### src/rtl/ro_trng_pkg.sv
// Shared types and default sizing for the ring-oscillator TRNG slice.
// The sampler and the TRNG top agree on state encoding and word geometry through this package.
package ro_trng_pkg;

  localparam int unsigned NUM_RO_DEF    = 8;
  localparam int unsigned WORD_W_DEF    = 32;
  localparam int unsigned REP_LIMIT_DEF = 32;

  typedef enum logic [2:0] {
    IDLE   = 3'd0,
    WARMUP = 3'd1,
    SAMPLE = 3'd2,
    HOLD   = 3'd3,
    FAIL   = 3'd4
  } state_t;

endpackage

### src/rtl/ro_sync.sv
// Two-flop synchronizer bringing free-running oscillator outputs into the clk domain.
// Both stages are kept together and unoptimised so placement keeps them adjacent.
module ro_sync #(
  parameter int unsigned W = 1
) (
  input  logic         clk,
  input  logic [W-1:0] d,
  output logic [W-1:0] q
);

  (* ASYNC_REG = "TRUE", KEEP = "TRUE" *) logic [W-1:0] meta;
  (* ASYNC_REG = "TRUE", KEEP = "TRUE" *) logic [W-1:0] sync;

  // NOTE: no reset on synchronizer data flops; they carry no state worth restoring
  // and a reset term would sit in the metastability path.
  // NOTE: sequential state always uses non-blocking assignment so both stages
  // sample the pre-edge values and the chain really is two flops deep.
  always_ff @(posedge clk) begin
    meta <= d;
    sync <= meta;
  end

  assign q = sync;

endmodule

### src/rtl/ro_sampler.sv
// Enables the ring oscillators, samples their XOR into a shift register under a
// repetition-count health test, and hands full words out on a valid/ready stream.
module ro_sampler
  import ro_trng_pkg::*;
#(
  parameter int unsigned NUM_RO        = NUM_RO_DEF,
  parameter int unsigned WARMUP_CYCLES = 64,
  parameter int unsigned SAMPLE_DIV    = 4,
  parameter int unsigned WORD_W        = WORD_W_DEF,
  parameter int unsigned REP_LIMIT     = REP_LIMIT_DEF
) (
  input  logic              clk,
  input  logic              rst_n,
  input  logic              start,
  input  logic [NUM_RO-1:0] ro_out,
  output logic [NUM_RO-1:0] ro_en,
  output logic [WORD_W-1:0] rnd_data,
  output logic              rnd_valid,
  input  logic              rnd_ready,
  output logic              busy,
  output logic              health_fail
);

  localparam int unsigned WARM_W = $clog2(WARMUP_CYCLES) + 1;
  localparam int unsigned DIV_W  = $clog2(SAMPLE_DIV) + 1;
  localparam int unsigned BIT_W  = $clog2(WORD_W) + 1;
  localparam int unsigned REP_W  = $clog2(REP_LIMIT) + 1;

  localparam logic [WARM_W-1:0] WARM_LAST = WARM_W'(WARMUP_CYCLES - 1);
  localparam logic [DIV_W-1:0]  DIV_LAST  = DIV_W'(SAMPLE_DIV - 1);
  localparam logic [BIT_W-1:0]  BIT_LAST  = BIT_W'(WORD_W - 1);
  localparam logic [REP_W-1:0]  REP_MAX   = REP_W'(REP_LIMIT);

  state_t              state, state_nxt;
  logic [WARM_W-1:0]   warm_cnt;
  logic [DIV_W-1:0]    div_cnt;
  logic [BIT_W-1:0]    bit_cnt;
  logic [REP_W-1:0]    rep_cnt;
  logic                prev_bit;
  logic [WORD_W-1:0]   shreg;
  logic [NUM_RO-1:0]   ro_sync_q;
  logic                raw_bit;
  logic                strobe, rep_hit, shift_en, word_done, load_en, run_nxt;

  ro_sync #(.W(NUM_RO)) u_sync (
    .clk (clk),
    .d   (ro_out),
    .q   (ro_sync_q)
  );

  assign raw_bit   = ^ro_sync_q;
  assign strobe    = (state == SAMPLE) && (div_cnt == DIV_LAST);
  assign rep_hit   = (rep_cnt == REP_MAX);
  // A failing health count or a stop request wins over shifting and loading.
  assign shift_en  = strobe && start && !rep_hit;
  assign word_done = shift_en && (bit_cnt == BIT_LAST);
  assign load_en   = (state == HOLD) && start && !rep_hit && (!rnd_valid || rnd_ready);
  assign run_nxt   = (state_nxt == WARMUP) || (state_nxt == SAMPLE) || (state_nxt == HOLD);

  // NOTE: combinational next-state logic assigns a default first so no path
  // leaves state_nxt unassigned and no latch is inferred.
  always_comb begin
    state_nxt = state;
    case (state)
      IDLE:    if (start) state_nxt = WARMUP;
      WARMUP: begin
        if (!start)                     state_nxt = IDLE;
        else if (warm_cnt == WARM_LAST) state_nxt = SAMPLE;
      end
      SAMPLE: begin
        if (rep_hit)        state_nxt = FAIL;
        else if (!start)    state_nxt = IDLE;
        else if (word_done) state_nxt = HOLD;
      end
      HOLD: begin
        if (rep_hit)      state_nxt = FAIL;
        else if (!start)  state_nxt = IDLE;
        else if (load_en) state_nxt = SAMPLE;
      end
      FAIL:    state_nxt = FAIL;
      default: state_nxt = IDLE;
    endcase
  end

  always_ff @(posedge clk) begin
    if (!rst_n) begin
      state     <= IDLE;
      warm_cnt  <= '0;
      div_cnt   <= '0;
      bit_cnt   <= '0;
      rep_cnt   <= '0;
      prev_bit  <= 1'b0;
      shreg     <= '0;
      rnd_data  <= '0;
      rnd_valid <= 1'b0;
      ro_en     <= '0;
    end else begin
      state <= state_nxt;
      ro_en <= {NUM_RO{run_nxt}};

      if ((state == WARMUP) && (state_nxt == WARMUP)) warm_cnt <= warm_cnt + 1'b1;
      else                                            warm_cnt <= '0;

      // div_cnt is frozen in HOLD so sampling resumes on a clean phase after a load.
      if (state == SAMPLE)                div_cnt <= strobe ? '0 : div_cnt + 1'b1;
      else if (state != HOLD || load_en)  div_cnt <= '0;

      if (shift_en) begin
        shreg    <= {shreg[WORD_W-2:0], raw_bit};
        bit_cnt  <= bit_cnt + 1'b1;
        prev_bit <= raw_bit;
        rep_cnt  <= (rep_cnt != '0 && raw_bit == prev_bit) ? rep_cnt + 1'b1 : REP_W'(1);
      end else begin
        if (load_en || !((state == SAMPLE) || (state == HOLD))) bit_cnt <= '0;
        if (state == WARMUP)                                     rep_cnt <= '0;
      end

      if (state_nxt == FAIL) begin
        rnd_valid <= 1'b0;
      end else if (load_en) begin
        rnd_valid <= 1'b1;
        rnd_data  <= shreg;
      end else if (rnd_valid && rnd_ready) begin
        rnd_valid <= 1'b0;
      end
    end
  end

  assign busy        = (state != IDLE);
  assign health_fail = (state == FAIL);

endmodule
### config.mk
export PLATFORM = sky130hd
export DESIGN_NAME = ro_sampler
export DESIGN_NICKNAME = d
export VERILOG_FILES = /design/src/rtl/ro_trng_pkg.sv /design/src/rtl/ro_sync.sv /design/src/rtl/ro_sampler.sv
export SDC_FILE = /design/constraint.sdc
export NUM_CORES = 1
export LEC_CHECK = 0
export ABC_CLOCK_PERIOD_IN_PS = 2670
export CELL_PAD_IN_SITES_DETAIL_PLACEMENT = 0
export CELL_PAD_IN_SITES_GLOBAL_PLACEMENT = 1
export CORE_MARGIN = 4
export CORE_UTILIZATION = 40
export CTS_CLUSTER_SIZE = 12
export DETAILED_ROUTE_END_ITERATION = 6
export GPL_ROUTABILITY_DRIVEN = 0
export PLACE_DENSITY_LB_ADDON = 0.1
export SYNTH_ARGS = -nofsm -noshare
export SYNTH_HDL_FRONTEND = slang
export SYNTH_SLANG_ARGS = --single-unit
### constraint.sdc
create_clock -name clk -period 2.67 [get_ports clk]
set_input_delay 0.534 -clock clk [delete_from_list [all_inputs] [get_ports clk]]
set_output_delay 0.534 -clock clk [all_outputs]
set_load 0.02 [all_outputs]
==> results.txt <==
The number of hold buffers added after CTS was 0. The first global-routing pass estimated 13.4 mm of wire. The post-detailed-route via-to-cell ratio came out at 4.83.

The dominant delay contributor by cell family on the critical path is compound AO/OA/AOI/OAI gates. The post-synth net total is 482. The standby leakage power is 1.62 nW. The part of the Yosys area used for sequential elements came out at 0.540.

The post-synthesis cell area is 3970 µm². Measured against its own limit, the worst slew margin works out to 0.309. The power density relative to cell area is 566 nW/µm². The highest cell delay on the worst timing path is 0.89 ns. The number of stages on the worst hold path came out at 0. Setup violations remaining at the end of the flow were counted as 0. The total routing usage reported by global routing came out at 0.144. The placement-stage cell area is 4640 µm². The HPWL after detailed placement is 5.10 mm. The transition at the pin with the smallest max-transition slack came out at 1.02 ns. Counting buffers and inverters, the worst setup path is 7 cells deep. The depth of the most critical reg-to-reg path came out at 7.

The final number of hold-violating endpoints is 0. The die is 108 µm tall. The minimum period implied by the final worst setup slack is 2.42 ns.

0 antenna diodes ended up in the layout. Summed over all layers, the global routing overflow is 0. The number of nets still failing antenna checks after routing is 0.

The number of synthesized register bits came out at 107. Summing all non-filler instances in the final layout gives an area of 4840 µm². The share of final-layout standard cells stronger than drive strength 1 came out at 0.0685. The routed wire length is 7.84 mm. The tool flagged a number of max-cap violations equal to 0. The share of power burned in combinational logic is 0.044.

The number of max-slew violations in the final report is 0. The number of instances in the synthesized netlist is 465. Entering global routing, the biggest net connects 63 pins. Dividing the detail-routed wire length by the instance count gives 12.2 µm. The end of the worst hold path is u_sync.q[2]. The source-to-sink clock delay at the later pin of the worst-skew pair came out at 0.36 ns. For this design the total switching power over the nets is 0.592 mW. Of all nets on the critical path, the largest fanout is 6. The routed layout has 3111 vias. After clock tree synthesis, the clock-pin slew on the worst setup and hold paths is 0.09 ns. The number of core rows came out at 36. The signal on the critical path passes through inv_1, ha_1, nor4b_2, and2_4, o311ai_0, mux2_2, nor2_1. The clock sink count came out at 107. The worst-case IR drop observed on VDD is 0.264 mV. The boundary pin count came out at 55. The final total negative setup slack came out at 0 ns.

The post-CTS setup buffer count is 0. The number of detailed-route iterations in the first pass came out at 4. The internal portion of total power is 2.15 mW.

The final total power is 2.74 mW. In the layout the commonest cells are nand2_1, dfxtp_1, a21oi_1. The port buffer count came out at 54. The kind of start point of the critical path is a register. The slowest stage of the critical path belongs to the cell o311ai_0.

The number of global-route vias before repair is 2972. The number of antenna violations at the first check in global routing is 0. The class of the tightest hold or removal check is register to register. The die area came out at 11600 µm². Tracing the worst setup path back leads to its startpoint at rep_cnt[0]. The H-tree level count is 3. The number of design-rule violations left by the first detailed-router iteration came out at 95.

The critical path is of the register to register type. The number of nets in the finished design came out at 524. STA classifies the critical path endpoint as a register.

Yosys mapped the design onto 48 distinct sky130hd cell types. The flow ran to the end, and the final reports show no timing, DRC or antenna violations. Leaving out fill and tap cells, the most frequent cell in the layout is nand2_1. Setup repair after global routing left no endpoint under its margin. In this run the register-to-register setup slack is 0.25 ns.

Based on the critical path, the design can be clocked at up to 0.413 GHz. The end of the worst register-to-register path is bit_cnt[0]. The final worst hold slack came out at 0.328 ns.

The number of placed cells counting well taps came out at 629. In the synthesized netlist the dominant register cell turns out to be dfxtp_1. Leaving out filler cells and counting taps, the final layout contains 644. Of the available clock period, the critical path in the final layout requires 0.906. The initial utilization of the core area, before any placement, comes to 0.408. The die extent in x came out at 108 µm. The maximum clock path buffer count is 2. TritonCTS built the clock tree. In the routed design, unresolved DRC markers number 0. Counting both buffers and inverters, the worst setup path holds a total of 1. In this run the critical register-to-register path is launched from rep_cnt[0]. The share of total power dissipated in sequential elements is 0.590. The part of the total power dissipated in the clock network is 0.366.

In this run the most critical hold path is launched from u_sync.meta[2]. The number of clock buffers inserted by TritonCTS came out at 9. Counting flops with a built-in enable in the synthesized netlist gives 0. The cell at the root of the clock tree is clkbuf_8. The average instance in the mapped netlist occupies 8.54 µm². Clock skew on the completed layout was measured at 0.00771 ns. At the worst endpoint, the required time is 2.93 ns.

Gates resized during post-CTS repair numbered 0. The switching fraction of total power is 0.216. The data arrival time of the critical path came out at 2.68 ns. The core region is 9730 µm².

The synthesis warning total came out at 0. The relative area change from synthesis to final layout came out at 21.9%. After synthesis, the share of flip-flops with an asynchronous set or reset is 0.
synthesized netlist by cell type (4+ instances only):
master      n  area [µm²]
a21oi_1    71         355
a31oi_1     4        25.0
and3_1      5        31.3
buf_2      13        65.1
buf_4       7        52.6
clkbuf_1   12        45.0
dfxtp_1   107        2140
ha_1        5        62.6
inv_1       4        15.0
nand2_1   143         537
nand3_1    10        50.1
nor2_1     22        82.6
nor2b_1     4        25.0
o21ai_0     6        30.0
xnor2_1    10        87.6
cell type report:
type | count | area (µm²)
Tap cell | 133 | 166
Multi-Input combinational cell | 320 | 1660
Timing Repair Buffer | 64 | 653
Sequential cell | 107 | 2140
Clock inverter | 3 | 47.5
Inverter | 5 | 18.8
Clock buffer | 12 | 155
Fill cell | 996 | 4890
per-stage QoR:
stage                util  worst slack, ns
finish              0.497            0.250
global route        0.497            0.169
CTS                 0.497            0.347
detailed placement  0.477            0.207
global placement    0.477            0.235
floorplan               -            0.667
sequential cells by signal (all words and copies together) (netlist names), 3 cells and up:
name	cells
div_cnt	3
u_sync.meta	8
rep_cnt	6
shreg	32
bit_cnt	6
state	3
rnd_data	32
warm_cnt	7
u_sync.q	8
worst max path at each step:
stage	endpoint
2_1_floorplan	rnd_data[10]
3_3_place_gp	bit_cnt[0]
3_5_place_dp	bit_cnt[0]
4_1_cts	bit_cnt[0]
5_1_grt	bit_cnt[0]
6_report	bit_cnt[0]
logic make-up after synthesis:
group | Yosys count | share of synthesized area
buf+inv | 38 | 0.0467
flops | 107 | 0.540
simple gates | 207 | 0.229
compound gates | 93 | 0.131
xor+xnor | 13 | 0.0322
mux | 2 | 0.00536
fa+ha+maj | 5 | 0.0158
power groups by stage:
| stage | sequential (mW) | clock (mW) | combinational (mW) |
|---|---|---|---|
| after detailed placement | 1.65 | 0 | 0.124 |
| after floorplan | 1.65 | 0 | 0.0804 |
| final | 1.62 | 1.00 | 0.121 |
| after global routing | 1.62 | 1.10 | 0.130 |
| after global placement | 1.65 | 0 | 0.122 |
| after CTS | 1.62 | 1.05 | 0.124 |
layer usage:
layer | wire length, µm | global-route usage | up-vias
met1 | 3800 | 0.180 | 1426
li1 | - | - | 1621
met3 | 327 | 0.0300 | 14
met2 | 3510 | 0.230 | 50
met4 | 199 | 0.0812 | 0
met5 | 0 | 0 | -
Power figures use the tool's default switching activity.
